==> src/rtl/icache_if.sv <==
// rtl/icache_if.sv - fetch-side and memory-side signal bundle for the instruction cache
//
// Purpose: groups the fetch request/response signals and the refill memory
// port of the icache into one interface.
// Modports:
//   slave  - the cache: takes fetch requests and memory data, drives hit/load
//            and the memory request.
//   master - the environment (fetch stage + memory): drives requests and
//            memory returns, observes hit/load and the memory request.
// Signals:
//   imemREN, imemaddr[31:0], invalidate : fetch request and fence.i pulse
//   ihit, imemload[31:0]                : combinational hit response
//   ramREN, ramaddr[31:0]               : refill memory request
//   ramload[31:0], ram_ready            : refill memory return

interface icache_if;
  logic        imemREN;
  logic [31:0] imemaddr;
  logic        ihit;
  logic [31:0] imemload;
  logic        invalidate;
  logic        ramREN;
  logic [31:0] ramaddr;
  logic [31:0] ramload;
  logic        ram_ready;

  modport slave (
    input  imemREN, imemaddr, invalidate, ramload, ram_ready,
    output ihit, imemload, ramREN, ramaddr
  );

  modport master (
    output imemREN, imemaddr, invalidate, ramload, ram_ready,
    input  ihit, imemload, ramREN, ramaddr
  );
endinterface

==> src/rtl/icache.sv <==
// rtl/icache.sv - direct-mapped read-only instruction cache with line refill and perf counters
//
// Purpose: serves fetch reads with a combinational hit path; on a miss a
// two-state FSM refills the whole line in word order 0..BLOCK_WORDS-1.
// Supports whole-cache invalidation and saturating hit/miss counters.
// Ports:
//   CLK        - clock, rising edge
//   nRST       - asynchronous active-low reset
//   cif        - icache_if.slave: fetch request/response and refill memory port
//   hit_count  - saturating count of cycles with ihit=1
//   miss_count - saturating count of refills started

module icache #(
  parameter int NSETS       = 16,
  parameter int BLOCK_WORDS = 2,
  parameter int CNT_W       = 32
) (
  input  logic             CLK,
  input  logic             nRST,
  icache_if.slave          cif,
  output logic [CNT_W-1:0] hit_count,
  output logic [CNT_W-1:0] miss_count
);

  localparam int OB = $clog2(BLOCK_WORDS);
  localparam int IB = $clog2(NSETS);
  localparam int TW = 30 - OB - IB;
  localparam logic [OB-1:0]    LAST_WORD = OB'(BLOCK_WORDS - 1);
  localparam logic [CNT_W-1:0] CNT_MAX   = {CNT_W{1'b1}};

  typedef enum logic {IDLE, REFILL} state_t;

  state_t state, next_state;

  logic [OB-1:0] req_off;
  logic [IB-1:0] req_idx;
  logic [TW-1:0] req_tag;

  logic [NSETS-1:0] valid;
  logic [TW-1:0]    tags [NSETS];
  logic [31:0]      data [NSETS][BLOCK_WORDS];

  logic [OB-1:0] word_cnt;
  logic          discard;
  logic [IB-1:0] fill_idx;
  logic [TW-1:0] fill_tag;

  logic hit;
  logic start_refill;
  logic word_done;
  logic line_done;
  logic unused_bits;

  assign req_off     = cif.imemaddr[2+OB-1:2];
  assign req_idx     = cif.imemaddr[2+OB+IB-1:2+OB];
  assign req_tag     = cif.imemaddr[31:2+OB+IB];
  assign unused_bits = ^cif.imemaddr[1:0];

  // No hits while refilling: the line being written may alias the request.
  assign hit = cif.imemREN && (state == IDLE) && !cif.invalidate &&
               valid[req_idx] && (tags[req_idx] == req_tag);
  assign start_refill = (state == IDLE) && cif.imemREN && !hit && !cif.invalidate;
  assign word_done    = (state == REFILL) && cif.ram_ready;
  assign line_done    = word_done && (word_cnt == LAST_WORD);

  // State register
  always_ff @(posedge CLK or negedge nRST) begin
    if (!nRST) state <= IDLE;
    else       state <= next_state;
  end

  // Next-state logic
  always_comb begin
    next_state = state;
    case (state)
      IDLE:    if (start_refill) next_state = REFILL;
      REFILL:  if (line_done)    next_state = IDLE;
      default: next_state = IDLE;
    endcase
  end

  // Output logic
  always_comb begin
    cif.ihit     = hit;
    cif.imemload = hit ? data[req_idx][req_off] : 32'h0;
    cif.ramREN   = (state == REFILL);
    cif.ramaddr  = (state == REFILL) ? {fill_tag, fill_idx, word_cnt, 2'b00} : 32'h0;
  end

  // Refill bookkeeping, valid bits and counters
  always_ff @(posedge CLK or negedge nRST) begin
    if (!nRST) begin
      word_cnt   <= '0;
      discard    <= 1'b0;
      fill_idx   <= '0;
      fill_tag   <= '0;
      valid      <= '0;
      hit_count  <= '0;
      miss_count <= '0;
    end else begin
      if (start_refill) begin
        word_cnt <= '0;
        discard  <= 1'b0;
        fill_idx <= req_idx;
        fill_tag <= req_tag;
        if (miss_count != CNT_MAX) miss_count <= miss_count + CNT_W'(1);
      end else if (state == REFILL) begin
        // Sticky: an invalidate anywhere in the refill poisons the line.
        if (cif.invalidate) discard <= 1'b1;
        if (word_done) word_cnt <= (word_cnt == LAST_WORD) ? '0 : word_cnt + OB'(1);
      end

      // An invalidate on the final word also keeps the line invalid.
      if (cif.invalidate)              valid <= '0;
      else if (line_done && !discard)  valid[fill_idx] <= 1'b1;

      if (hit && (hit_count != CNT_MAX)) hit_count <= hit_count + CNT_W'(1);
    end
  end

  // Tag and data arrays carry no reset; valid bits alone qualify them.
  always_ff @(posedge CLK) begin
    if (word_done) begin
      data[fill_idx][word_cnt] <= cif.ramload;
      if (word_cnt == LAST_WORD) tags[fill_idx] <= fill_tag;
    end
  end

endmodule

==> src/flat_wrapper.sv <==
// flat-port wrapper written by rule: the top's interface ports become plain ports
module icache_flat 
#(
  parameter int NSETS       = 16,
  parameter int BLOCK_WORDS = 2,
  parameter int CNT_W       = 32
)
  (CLK, nRST, hit_count, miss_count, cif_imemREN, cif_imemaddr, cif_invalidate, cif_ramload, cif_ram_ready, cif_ihit, cif_imemload, cif_ramREN, cif_ramaddr);
  icache_if cif_i ();
  input  logic CLK;
  input  logic nRST;
  output logic [CNT_W-1:0] hit_count;
  output logic [CNT_W-1:0] miss_count;
  input wire logic [$bits(cif_i.imemREN)-1:0] cif_imemREN;
  input wire logic [$bits(cif_i.imemaddr)-1:0] cif_imemaddr;
  input wire logic [$bits(cif_i.invalidate)-1:0] cif_invalidate;
  input wire logic [$bits(cif_i.ramload)-1:0] cif_ramload;
  input wire logic [$bits(cif_i.ram_ready)-1:0] cif_ram_ready;
  output wire logic [$bits(cif_i.ihit)-1:0] cif_ihit;
  output wire logic [$bits(cif_i.imemload)-1:0] cif_imemload;
  output wire logic [$bits(cif_i.ramREN)-1:0] cif_ramREN;
  output wire logic [$bits(cif_i.ramaddr)-1:0] cif_ramaddr;
  assign cif_i.imemREN = cif_imemREN;
  assign cif_i.imemaddr = cif_imemaddr;
  assign cif_i.invalidate = cif_invalidate;
  assign cif_i.ramload = cif_ramload;
  assign cif_i.ram_ready = cif_ram_ready;
  assign cif_ihit = cif_i.ihit;
  assign cif_imemload = cif_i.imemload;
  assign cif_ramREN = cif_i.ramREN;
  assign cif_ramaddr = cif_i.ramaddr;
  icache #(.NSETS(NSETS), .BLOCK_WORDS(BLOCK_WORDS), .CNT_W(CNT_W)) u_core (.CLK(CLK), .nRST(nRST), .cif(cif_i), .hit_count(hit_count), .miss_count(miss_count));
endmodule
==> config.mk <==
export PLATFORM = sky130hd
export DESIGN_NAME = icache_flat
export DESIGN_NICKNAME = d
export VERILOG_FILES = /design/src/rtl/icache_if.sv /design/src/rtl/icache.sv /design/src/flat_wrapper.sv
export SDC_FILE = /design/constraint.sdc
export NUM_CORES = 1
export LEC_CHECK = 0
export CAP_MARGIN = 0
export CELL_PAD_IN_SITES_DETAIL_PLACEMENT = 1
export CELL_PAD_IN_SITES_GLOBAL_PLACEMENT = 2
export CORE_UTILIZATION = 49
export CTS_CLUSTER_DIAMETER = 60
export CTS_CLUSTER_SIZE = 16
export DETAILED_ROUTE_END_ITERATION = 12
export GPL_ROUTABILITY_DRIVEN = 0
export PLACE_DENSITY_LB_ADDON = 0.1
export SYNTH_ARGS = -nofsm -noshare
export SYNTH_HDL_FRONTEND = slang
export SYNTH_SLANG_ARGS = --single-unit
==> constraint.sdc <==
create_clock -name CLK -period 5.55 [get_ports CLK]
set_input_delay 1.11 -clock CLK [delete_from_list [all_inputs] [get_ports CLK]]
set_output_delay 1.11 -clock CLK [all_outputs]
set_load 0.05 [all_outputs]
After elaboration in Yosys (flattened, before gate mapping) --
Memory sizes are Yosys's and may differ from the RTL's. Cells that the tools add are included.
Word-level totals: memory bits (writable) 1424, register bits 112, memories kept 2, logic and storage cells 76
Memory list:
- u_core.data | depth 16, width 64, rd ports 1, clocked after memory_dff 0, write ports 1, line icache.sv:41 | logic [31:0] data [NSETS][BLOCK_WORDS];
- u_core.tags | depth 16, width 25, rd ports 1, clocked after memory_dff 0, write ports 1, line icache.sv:40 | logic [TW-1:0] tags [NSETS];
Cells by class: reduce and logical (&&, ||, !) cells 22, $lt $le $gt $ge 6, equality and inequality tests 3, add/sub/neg operators 3, bitwise logic cells 4, multiplexer cells 28
Operators by type and width (count):
- $mux 32 | 6
- $add 32x1->32 const B | 2
- $mux 64 | 1
- $ne 32x32->1 const B | 2
- $demux 32 s1 | 1
- $mux 16 | 2
- $eq 25x25->1 | 1
- $or 16x16->16 | 1
- $mux 1 | 15
- $logic_and 1x1->1 | 12
- $lt 4x5->1 const B | 2
- $reduce_bool 2->1 | 4
- $reduce_and 2->1 | 3
- $bmux 1 s4 | 1
- $demux 1 s4 | 1
- $ge 2x2->1 const B | 2
- $ge 4x1->1 const B | 1
- $not 1->2 | 2
- $logic_not 1->1 | 3
- $lt 2x1->1 const B | 1
- $pmux 1 s2 | 1
- $add 1x1->1 const B | 1
- $not 1->1 | 1

Longest topological paths before layout --
depth after elaboration 10, depth in mapped cells 16, depth with buffers taken out 10

Worst setup path before layout --
OpenSTA, ideal clock, no wires.
path kind input port to output port, start point input port cif_imemaddr[4], end point output port cif_imemload[10], path buffers 6, data required time 4440 ps, cell stages on the path 13, data arrival time 4588 ps, path slack -148 ps, cells stage by stage buf_2 -> buf_6 -> buf_6 -> mux4_2 -> mux4_2 -> xor2_1 -> nor4_1 -> nand4b_1 -> or4_1 -> buf_2 -> buf_1 -> buf_1 -> nor2_1
On the way: longest elaborated chain between the ends 5
RTL lines:
- from (decl) | line flat_wrapper.sv:15 | input wire logic [$bits(cif_i.imemaddr)-1:0] cif_imemaddr;
- parallel branches: the longest is 4 deep, another holds $mem_v2 16x25
- $mux 32 (*) | line icache.sv:85 | cif.imemload = hit ? data[req_idx][req_off] : 32'h0;
- to (decl) | line flat_wrapper.sv:20 | output wire logic [$bits(cif_i.imemload)-1:0] cif_imemload;
Mark *: on every way between the ends. The select of a mux whose other input is x is not followed.

Final worst setup path --
start point input port cif_imemaddr[5], end point output port cif_imemload[8]
Same word-level chain as after synthesis.

==> impl_metrics.py <==
metrics = {
    "clock_tree": {
        "insertion_delay_ns": 0.73,
        "cts_root_buffer": "clkbuf_16",
        "htreeDepth": 4,
        "cts_made_buffers": 132,
        "clkTransAtPathRegs_ns": 0.06,
        "clockBufferDepth": 3,
        "cts_tree": "done",
        "cts.sinks": 1536,
        "postCtsHoldBufs": 0,
    },
    "cells_and_area": {
        "area_growth_pct": 16.5,
        "drive_above_1_share_pct": 29.3,
        "fin_util_pct": 57.8,
        "final_nets": 3112,
        "final_cell_mix": "edfxtp_1 (1,424), mux4_2 (409), clkdlybuf4s50_1 (155), clkbuf_16 (140), buf_4 (114)",
        "layout_commonest_cell": "edfxtp_1",
    },
    "synth": {
        "synth_cells": 2715,
        "ys.warnings.count": 0,
        "seq_area_frac_synth_pct": 76.2,
        "ys.flop_type": "edfxtp_1",
        "syn_area_per_cell_sq_um": 22.0,
        "synth.cell_area_sq_um": 59800,
        "async_flop_share_pct": 7.29,
        "synth.distinct_cells": 52,
        "synth.ff_latch_count": 1536,
        "synth-edff-count": 1424,
    },
    "setup_path": {
        "crit_path_frequent_cell": "buf_12",
        "critPathMaxStageDelay_ns": 0.57,
        "critPathTopFamily": "simple AND/OR/NAND/NOR gates",
        "worstSetupEndpointType": "primary output",
        "worstRegToRegCells": 12,
        "critPathLaunchType": "input port",
        "arrival_ns": 4.41,
        "critPathRequiredTime_ns": 4.44,
        "path_depth": 12,
        "cp_cell_sequence": "buf_8 > mux4_2 > a22o_1 > a221oi_1 > xnor2_1 > a2111oi_4 > nand4b_1 > buf_4 > or4_4 > buf_12 > nor2_4 > buf_12",
        "r2r_slack_ns": 1.34,
        "endpoint": "cif_imemload[8]",
        "crit-reg2reg-launch": "u_core.tags[1][17]",
        "crit_type": "input port to primary output",
        "timing.rr.end": "u_core.hit_count[1]",
        "critPathSlowestCell": "or4_4",
        "crit_fanout": 26,
        "worst-path-buf-inv": 4,
        "startpoint": "cif_imemaddr[5]",
    },
    "floorplanning": {
        "dieArea_sq_um": 123000,
        "die_h_um": 351,
        "coreArea_sq_um": 120000,
        "num_rows": 127,
        "die_w_um": 351,
        "num_io_pins": 199,
        "start_util_pct": 49.7,
    },
    "timing": {
        "report.final.slew_viol_count": 0,
        "setup_viol_count_final": 0,
        "worst_pin_slew_ns": 1.10,
        "clock_skew_ns": 0.0231,
        "slew_headroom_pct": 26.6,
        "tns_ns": 0,
        "fin_crit_ns": 5.52,
        "rsz0062_at_grt": "true",
        "setup_ws_ns": 0.0277,
        "report.final.hold_viol_count": 0,
        "fmax_ghz": 0.181,
        "timing.final.crit_share_pct": 99.5,
    },
    "route": {
        "first_pass_iters": 5,
        "postRouteAntennaNets": 0,
        "wirelength_mm": 151,
        "drt_iter0_drc": 2766,
        "vias_per_cell": 6.06,
        "post-route-drc-count": 0,
        "num_vias": 28700,
        "wl_per_cell_um": 31.9,
    },
    "global_routing": {
        "grt_pass1_wl_mm": 217,
        "use_met2_pct": 41.6,
        "antenna_found_initial": 4,
        "grt_overflow_total": 0,
        "grt_pass1_vias": 30900,
        "use_met1_pct": 34.7,
        "busiest_layer": "met2",
        "grt_usage_pct": 24.9,
        "grt_max_degree": 97,
        "met3_usage_pct": 4.00,
    },
    "power_and_ir_drop": {
        "fin_total_pwr_w": 0.0264,
        "peakVddDrop_v": 0.000341,
        "power_density_nw_per_um2": 378,
        "p_leak_nw": 22.5,
    },
    "outcome": {
        "status": "finished, final reports clean",
    },
    "place": {
        "dp_worst_setup_slack_ns": -0.111,
        "port_buffers": 194,
        "dp_hpwl_mm": 81.7,
    },
    "worst_hold_path": {
        "worstHoldPathType": "input port to asynchronous set/reset pin",
    },
    "run": {
        "drv_cap": 0,
    },
}
## routing by layer
layer	wire length, um	vias up
met3	8220	206
met2	76300	896
met5	27	-
li1	-	11900
met4	2980	4
met1	63600	15700
## worst reg2reg max path, cell delays in order (launching register included)
cell and delay [ns]:
edfxtp_1 0.37, mux4_2 0.47, a22o_1 0.26, a221oi_1 0.26, xnor2_1 0.17, a2111oi_4 0.37, nand4b_1 0.16, buf_4 0.18
or4_4 0.57, buf_4 0.23, buf_4 0.35, nor2_1 0.32, mux2_2 0.36
## repair_timing
item                       in CTS  in global routing
cloned                          0                  1
setup buffers                   0                  6
setup endpoints to repair      32                 33
pin swaps                       0                  9
resized for setup               6                 59
## area by class of cell
class	count	area, sq um
Multi-Input combinational cell	1020	14000
Antenna cell	2	5.00
Sequential cell	1536	45600
Timing Repair Buffer	339	3780
Clock buffer	162	3620
Tap cell	1612	2020
Clock inverter	57	606
Inverter	12	45.0
Fill cell	10200	50800
## flip-flops by register name, summed over array words and instances (netlist names)
signal and flops:
u_core.cif.ramREN 1, u_core.hit_count 32, u_core.valid 16, u_core.miss_count 32, u_core.data 1024, u_core.fill_tag 25, u_core.discard 1, u_core.fill_idx 4
u_core.word_cnt 1, u_core.tags 400
## kinds of logic (layout without fill, tap and decap cells)
family,Yosys count,in the layout,share of synthesized area (%)
AOI/OAI and AO/OA,57,57,0.730
xor gates and xnor gates,94,94,1.38
adders and majority gates,2,2,0.0418
buffers and inverters,160,570,1.22
DFF,1536,1536,76.2
muxes,534,534,17.6
other,1,4,0.00627
and+or+nand+nor,331,331,2.87
## through the flow
| stage | std cells | hold WS [ns] | area, sq um |
|---|---|---|---|
| 2_1_floorplan | 2716 | 0.457 | 59800 |
| 3_3_place_gp | 4512 | 0.471 | 65100 |
| 3_5_place_dp | 4512 | 0.475 | 65100 |
| 4_1_cts | 4731 | 0.383 | 69300 |
| 5_1_grt | 4738 | 0.402 | 69600 |
| 6_report | 4740 | 0.387 | 69600 |
## worst min-delay path by stage
stage | start | endpoint | slack (ns) | cells past startpoint
after detailed placement | u_core.hit_count[14] | u_core.hit_count[14] | 0.48 | 1
after global placement | u_core.hit_count[14] | u_core.hit_count[14] | 0.47 | 1
after CTS | nRST | u_core.hit_count[21] | 0.38 | 1
after floorplan | u_core.valid[4] | u_core.valid[4] | 0.46 | 2
final | nRST | u_core.hit_count[21] | 0.39 | 1
after global routing | nRST | u_core.hit_count[21] | 0.40 | 1
## where the power goes
part / switching (W) / leakage, nW / internal (W)
logic: 0.00183 / 6.21 / 0.00105
clock network: 0.00415 / 2.05 / 0.00509
registers: 0.000605 / 14.3 / 0.0136
## synth_stat cells (3+ instances only)
cell type / count / area [sq um]
buf_1: 29 / 109
a22oi_1: 7 / 52.6
a21oi_1: 6 / 30.0
and3_1: 27 / 169
o21ai_0: 3 / 15.0
nand2_1: 31 / 116
a221oi_1: 9 / 78.8
nor4b_1: 3 / 26.3
clkbuf_1: 73 / 274
nor3_1: 30 / 150
nand3_1: 44 / 220
mux4_2: 409 / 9210
and2_1: 34 / 213
or3_1: 6 / 37.5
nor3b_1: 7 / 52.6
xor2_1: 42 / 368
nor2b_1: 10 / 62.6
nand2b_1: 5 / 31.3
a31oi_1: 9 / 56.3
buf_6: 9 / 101
dfrtp_1: 112 / 2800
nor4_1: 3 / 18.8
xnor2_1: 52 / 455
mux2_2: 40 / 450
buf_2: 31 / 155
inv_1: 12 / 45.0
mux2i_1: 85 / 851
nor2_1: 101 / 379
buf_4: 6 / 45.0
nor4_2: 4 / 50.1
a211oi_1: 3 / 22.5
edfxtp_1: 1424 / 42800
nand4_1: 17 / 106
o22ai_1: 3 / 18.8
a22o_1: 9 / 78.8
Power figures use the tool's default switching activity.
